<file path="config.mk">
export PLATFORM = sky130hd
export DESIGN_NAME = param_updown_counter_flat
export DESIGN_NICKNAME = d
export VERILOG_FILES = /design/src/rtl/param_updown_counter_if.sv /design/src/rtl/param_updown_counter.sv /design/src/flat_wrapper.sv
export SDC_FILE = /design/constraint.sdc
export NUM_CORES = 1
export LEC_CHECK = 0
export ABC_AREA = 1
export CAP_MARGIN = 15
export CORE_MARGIN = 3
export CORE_UTILIZATION = 45
export CTS_CLUSTER_DIAMETER = 100
export DETAILED_ROUTE_END_ITERATION = 10
export PLACE_DENSITY = 0.8
export SYNTH_ARGS = -nofsm -noshare
export SYNTH_HDL_FRONTEND = slang
export SYNTH_SLANG_ARGS = --single-unit
</file>
<file path="constraint.sdc">
create_clock -name clk -period 2.1 [get_ports clk]
set_input_delay 0.42 -clock clk [delete_from_list [all_inputs] [get_ports clk]]
set_output_delay 0.42 -clock clk [all_outputs]
set_load 0.01 [all_outputs]
</file>
<file path="src/rtl/param_updown_counter_if.sv">
// Control and status bundle for the parametrised up/down counter.
// master drives the controls, slave is the counter itself.
interface param_updown_counter_if #(
    parameter int WIDTH = 4
);
    logic             enable;
    logic             clear;
    logic             load;
    logic [WIDTH-1:0] initial_value;
    logic             up_and_down;
    logic [1:0]       mode;
    logic [WIDTH-1:0] limit;
    logic [WIDTH-1:0] out;
    logic             terminal;
    logic             wrapped;
    logic             done;

    modport master (
        output enable, clear, load, initial_value,
        output up_and_down, mode, limit,
        input  out, terminal, wrapped, done
    );

    modport slave (
        input  enable, clear, load, initial_value,
        input  up_and_down, mode, limit,
        output out, terminal, wrapped, done
    );
endinterface

</file>
<file path="src/rtl/param_updown_counter.sv">
// WIDTH-bit up/down counter with programmable limit,
// clamped load and wrap / saturate / one-shot end modes.
module param_updown_counter #(
    parameter int               WIDTH       = 4,
    parameter logic [WIDTH-1:0] RESET_VALUE = '0
) (
    input logic                   clk,
    input logic                   reset,
    param_updown_counter_if.slave bus
);
    typedef enum logic {
        RUN,
        DONE
    } state_t;

    state_t           state;
    logic [WIDTH-1:0] load_val;
    logic [WIDTH-1:0] inc;
    logic [WIDTH-1:0] dec;
    logic             at_top;
    logic             at_bot;
    logic             sat;
    logic             one_shot;

    // Mode 11 falls through to wrap behaviour.
    assign sat      = (bus.mode == 2'b01);
    assign one_shot = (bus.mode == 2'b10);
    assign load_val = (bus.initial_value > bus.limit) ?
                      bus.limit : bus.initial_value;
    assign inc      = bus.out + 1'b1;
    assign dec      = bus.out - 1'b1;
    assign at_top   = (bus.out >= bus.limit);
    assign at_bot   = (bus.out == '0);

    // Terminal follows out directly, no register.
    assign bus.terminal = (bus.up_and_down && at_top) ||
                          (!bus.up_and_down && at_bot);

    // Count register, wrap pulse and RUN/DONE state.
    always_ff @(posedge clk or negedge reset) begin
        if (!reset) begin
            bus.out     <= RESET_VALUE;
            bus.wrapped <= 1'b0;
            bus.done    <= 1'b0;
            state       <= RUN;
        end else if (bus.clear) begin
            bus.out     <= '0;
            bus.wrapped <= 1'b0;
            bus.done    <= 1'b0;
            state       <= RUN;
        end else if (bus.load) begin
            bus.out     <= load_val;
            bus.wrapped <= 1'b0;
            bus.done    <= 1'b0;
            state       <= RUN;
        end else begin
            bus.wrapped <= 1'b0;
            if (bus.enable && state == RUN) begin
                if (bus.up_and_down) begin
                    if (!at_top) begin
                        bus.out <= inc;
                        if (one_shot && inc == bus.limit) begin
                            bus.done <= 1'b1;
                            state    <= DONE;
                        end
                    end else begin
                        unique case (1'b1)
                            sat: begin
                                bus.out <= bus.limit;
                            end
                            one_shot: begin
                                bus.out  <= bus.limit;
                                bus.done <= 1'b1;
                                state    <= DONE;
                            end
                            default: begin
                                bus.out     <= '0;
                                bus.wrapped <= 1'b1;
                            end
                        endcase
                    end
                end else begin
                    if (!at_bot) begin
                        bus.out <= dec;
                        if (one_shot && dec == '0) begin
                            bus.done <= 1'b1;
                            state    <= DONE;
                        end
                    end else begin
                        unique case (1'b1)
                            sat: begin
                                bus.out <= '0;
                            end
                            one_shot: begin
                                bus.out  <= '0;
                                bus.done <= 1'b1;
                                state    <= DONE;
                            end
                            default: begin
                                bus.out     <= bus.limit;
                                bus.wrapped <= 1'b1;
                            end
                        endcase
                    end
                end
            end
        end
    end
endmodule

</file>
<file path="src/flat_wrapper.sv">
// flat-port wrapper written by rule: the top's interface ports become plain ports
module param_updown_counter_flat 
#(
    parameter int               WIDTH       = 4,
    parameter logic [WIDTH-1:0] RESET_VALUE = '0
)
  (clk, reset, bus_enable, bus_clear, bus_load, bus_initial_value, bus_up_and_down, bus_mode, bus_limit, bus_out, bus_terminal, bus_wrapped, bus_done);
  param_updown_counter_if #(.WIDTH(WIDTH)) bus_i ();
  input logic clk;
  input logic reset;
  input wire logic [$bits(bus_i.enable)-1:0] bus_enable;
  input wire logic [$bits(bus_i.clear)-1:0] bus_clear;
  input wire logic [$bits(bus_i.load)-1:0] bus_load;
  input wire logic [$bits(bus_i.initial_value)-1:0] bus_initial_value;
  input wire logic [$bits(bus_i.up_and_down)-1:0] bus_up_and_down;
  input wire logic [$bits(bus_i.mode)-1:0] bus_mode;
  input wire logic [$bits(bus_i.limit)-1:0] bus_limit;
  output wire logic [$bits(bus_i.out)-1:0] bus_out;
  output wire logic [$bits(bus_i.terminal)-1:0] bus_terminal;
  output wire logic [$bits(bus_i.wrapped)-1:0] bus_wrapped;
  output wire logic [$bits(bus_i.done)-1:0] bus_done;
  assign bus_i.enable = bus_enable;
  assign bus_i.clear = bus_clear;
  assign bus_i.load = bus_load;
  assign bus_i.initial_value = bus_initial_value;
  assign bus_i.up_and_down = bus_up_and_down;
  assign bus_i.mode = bus_mode;
  assign bus_i.limit = bus_limit;
  assign bus_out = bus_i.out;
  assign bus_terminal = bus_i.terminal;
  assign bus_wrapped = bus_i.wrapped;
  assign bus_done = bus_i.done;
  param_updown_counter #(.WIDTH(WIDTH), .RESET_VALUE(RESET_VALUE)) u_core (.clk(clk), .reset(reset), .bus(bus_i));
endmodule
</file>
## Word-level counts from Yosys, hierarchy flattened

Cells that the tools add are included.

- Bits in registers: 7
- Input port bits: 16
- Output and inout port bits: 7
- Word-level logic and storage cells: 58

- Add/subtract/negate cells: 2
- Magnitude comparators: 2
- Equal/unequal tests: 4
- Muxes and demuxes: 32
- Bitwise operators: 1
- Reduce and logical (&&, ||, !) cells: 13

Operators by type and width:

| kind | count |
|---|---|
| $mux 4 | 9 |
| $mux 1 | 23 |
| $logic_not 4->1 | 2 |
| $logic_and 1x1->1 | 5 |
| $ne 5x3->1 const B | 1 |
| $reduce_bool 5->1 | 1 |
| $add 4x1->4 const B | 1 |
| $eq 4x4->1 | 1 |
| $ge 4x4->1 | 1 |
| $gt 4x4->1 | 1 |
| $sub 4x1->4 const B | 1 |
| $reduce_and 3->1 | 1 |
| $reduce_bool 3->1 | 1 |
| $eq 2x1->1 const B | 1 |
| $eq 2x2->1 const B | 1 |
| $reduce_or 2->1 | 1 |
| $logic_not 1->1 | 1 |
| $logic_or 1x1->1 | 1 |
| $not 1->1 | 1 |

## Longest topological paths before layout

- Word-level depth: 9
- Mapped depth: 13

## Least setup slack after synthesis

Ideal clock, no wire load.

- Kind: flip-flop to output port
- From: reg u_core.bus.out[0]
- To: out bus_terminal
- Arrival time: 1456 ps
- Data required time: 1680 ps
- Setup slack: 224 ps
- Stages on the path, launching flop included: 11
- Path buffers: 0
- Cells stage by stage: dfrtp_1 inv_1 ha_1 inv_1 nand2_1 nand2_1 nand2_1 nand2_1 nand3_1 nand2_1 inv_1

- Word-level cells in the longest chain between the ends: 3
- Elaborated cells between the ends (all ways): 5
- Classes of those cells: 1 x order compare; 4 x reduce/logical

RTL lines:

| element | RTL line | RTL |
|---|---|---|
| from (decl) | param_updown_counter_if.sv:27 | `output out, terminal, wrapped, done` |
| from (signal assigned) | param_updown_counter.sv:52 | `bus.out <= load_val;` |
| from (signal assigned) | param_updown_counter.sv:61 | `bus.out <= inc;` |
| from (signal assigned) | param_updown_counter.sv:69 | `bus.out <= bus.limit;` |
| $ge 4x4->1 or $logic_not 4->1 (tied branches) | param_updown_counter.sv:32, param_updown_counter.sv:33 |  |
| $logic_and 1x1->1 (on tied branches) | param_updown_counter.sv:36, param_updown_counter.sv:37 |  |
| $logic_or 1x1->1 * | param_updown_counter.sv:36 | `assign bus.terminal = (bus.up_and_down && at_top) \|\|` |
| to (decl) | flat_wrapper.sv:19 | `output wire logic [$bits(bus_i.terminal)-1:0] bus_terminal;` |

Every way passes the cells marked *; elsewhere a longest branch is shown, timed or not.

## Final worst setup path

- From: reg u_core.bus.out[1]
- To: out bus_terminal

Same word-level chain as after synthesis.

==> impl_metrics.env <==
export IMPL_die_h_um=54.1
export IMPL_routedWlPerCell_um=12.6
export IMPL_initial_core_util_pct=50.0
export IMPL_worst_pin_slew_ns=0.307
export IMPL_cp_required_ns=1.68
export IMPL_fp_dieW_um=54.1
export IMPL_ios=23
export IMPL_firstDrtPassIters=4
export IMPL_crit_path_start_kind="register"
export IMPL_synth_edff_count=0
export IMPL_vias_per_cell=5.26
export IMPL_setup_viol=0
export IMPL_slew_headroom_pct=79.5
export IMPL_busiest_layer="met2"
export IMPL_crit_chain="inv_1, ha_1, nand3_1, nand2_1, nand2_2, inv_1, buf_2"
export IMPL_final_setup_tns_ns=0
export IMPL_total_power_mw=0.832
export IMPL_max_stage_delay_ns=0.47
export IMPL_drv_slew=0
export IMPL_finalHoldViolations=0
export IMPL_gp_congestion=1.05
export IMPL_dpl_worst_slack_ns=-0.563
export IMPL_grt_overflow_total=0
export IMPL_fin_nets=262
export IMPL_grt_first_pass_wirelength_mm=5.40
export IMPL_area_growth_pct=51.0
export IMPL_yosysTopAreaCell="nand2_1"
export IMPL_crit_cells=7
export IMPL_final_cell_mix="nand2_1, buf_4, nand3_1"
export IMPL_drive_gt1_share_pct=20.6
export IMPL_yosysWarningCount=0
export IMPL_core_sq_um=2080
export IMPL_syn_nets=209
export IMPL_multi_input_area_sq_um=822
export IMPL_reg2reg_from="u_core.bus.out[0]"
export IMPL_cp_end_kind="output pin"
export IMPL_cp_top_family="flip-flops"
export IMPL_antenna_found_initial=0
export IMPL_cts_made_buffers=3
export IMPL_fmax_ghz=0.496
export IMPL_syn_area_per_cell_sq_um=5.75
export IMPL_synthTopCellsByArea="nand2_1, dfrtp_1, ha_1"
export IMPL_leakage_nw=0.843
export IMPL_drc=0
export IMPL_clkSinkCount=7
export IMPL_dp_hpwl_mm=2.63
export IMPL_status="completed"
export IMPL_htree_levels=1
export IMPL_grt_max_degree=9
export IMPL_final_util_pct=75.5
export IMPL_ant_nets=0
export IMPL_crit_path_start="u_core.bus.out[1]"
export IMPL_setup_ws_ns=0.0843
export IMPL_reg2reg_to="u_core.bus.done"
export IMPL_io_buffer_count=22
export IMPL_first_iter_violations=44
export IMPL_synthCells=181
export IMPL_crit_path_frequent_cell="inv_1"
export IMPL_cp_data_arrival_time_ns=1.60
export IMPL_cap_violations=0
export IMPL_final_seq_area_sq_um=175
export IMPL_die_area_sq_um=2930
export IMPL_vias=1367
export IMPL_syn_area_sq_um=1040
export IMPL_fillers=154
export IMPL_worstPathMaxFanout=4
export IMPL_cts_tree="done"
export IMPL_synthArstFlopShare_pct=100
export IMPL_core_rowCount=16
export IMPL_met1_usage_pct=28.5
export IMPL_wl_mm=3.28
export IMPL_power_density_nw_per_um2=530
export IMPL_worst_hold_slack_ns=0.422
export IMPL_fin_skew_ns=0.00364
export IMPL_clkTransAtPathRegs_ns=0.05
export IMPL_layout_min_cycle_time_ns=2.02
export IMPL_synth_main_ff_cell="dfrtp_1"
export IMPL_slowest_stage="dfrtp_1"
export IMPL_num_antenna_cells=0
export IMPL_globalRouteMet2Util_pct=46.0
export IMPL_timing_reg2reg_worst_path_depth=16
export IMPL_yosysTopAreaCellShare_pct=22.4
export IMPL_vdd_drop_max_v=0.000635
export IMPL_clkLatencyLatePin_ns=0.25
export IMPL_grt_use_total_pct=25.4
export IMPL_fin_crit_sh_pct=96.0
export IMPL_synth_seq_cells=7
export IMPL_r2r_slack_ns=0.23
export IMPL_ys_types=22
export IMPL_seq_area_frac_synth_pct=16.8
export IMPL_grt_pass1_vias=1318
export IMPL_crit_buf_inv=3
export IMPL_clock_root_buffer="clkbuf_4"
export IMPL_endpoint="bus_terminal"
export IMPL_final_common_cell="nand2_1"
export IMPL_hold_path_class="input port to asynchronous set/reset pin"
export IMPL_met3_usage_pct=5.82
export IMPL_criticalPathCategory="register to output pin"
export IMPL_clockBufferDepth=2
[routing by layer]
layer | vias to the layer above | wire, um
met3 | 16 | 228
li1 | 679 | -
met5 | - | 0
met2 | 63 | 1630
met1 | 609 | 1290
met4 | 0 | 142
[worst min path at each step]
stage | from | to | slack [ns] | cells past startpoint
after floorplan | reset | u_core.bus.done | 0.12 | 0
after global placement | u_core.bus.done | u_core.bus.done | 0.49 | 2
after detailed placement | u_core.state | u_core.state | 0.50 | 2
after CTS | reset | u_core.bus.done | 0.42 | 1
after global routing | reset | u_core.state | 0.43 | 1
final | reset | u_core.bus.done | 0.42 | 1
[metrics by stage]
stage          cell area (sq um)  std cells
2_1_floorplan               1040        181
3_3_place_gp                1470        252
3_5_place_dp                1470        252
4_1_cts                     1550        259
5_1_grt                     1570        260
6_report                    1570        260
[registers in the layout, summed over array words and instances, names as in the netlist]
name / cells
u_core.bus.out: 4
u_core.bus.done: 1
u_core.bus.wrapped: 1
u_core.state: 1
[cell usage after synthesis, drive strengths merged (3+ instances only)]
cell type / n
a21boi: 3
a21oi: 7
dfrtp: 7
ha: 12
inv: 25
nand2: 62
nand3: 27
nor2: 25
o21ai: 5
[timing repair]
action                                  4_1_cts  5_1_grt
pin swaps                                     4        4
gates resized for setup                      17        2
endpoints found under the setup margin        1        1
hold buffers                                  0        0
buffers inserted                              3        1
[kinds of logic after synthesis]
group | count (synthesis) | share of synthesized area (%)
AO/OA/AOI/OAI | 17 | 9.74
XOR/XNOR | 2 | 2.40
adder cells (fa/ha/maj) | 12 | 14.4
buffers and inverters | 27 | 9.85
flip-flops | 7 | 16.8
AND/OR/NAND/NOR | 116 | 46.8
[layout make-up]
| type | instances | share of cell area, % |
|---|---|---|
| Tap cell | 27 | 2.15 |
| Timing Repair Buffer | 50 | 26.8 |
| Sequential cell | 7 | 11.1 |
| Multi-Input combinational cell | 147 | 52.3 |
| Inverter | 25 | 5.97 |
| Clock buffer | 4 | 1.67 |
[power breakdown]
part	leakage [nW]	total (mW)	switching [mW]	internal, mW
clock	0.0150	0.119	0.0469	0.0723
combinational	0.736	0.542	0.287	0.255
sequential	0.0917	0.171	0.0187	0.152
No activity file was read; power rests on OpenSTA's default activity.
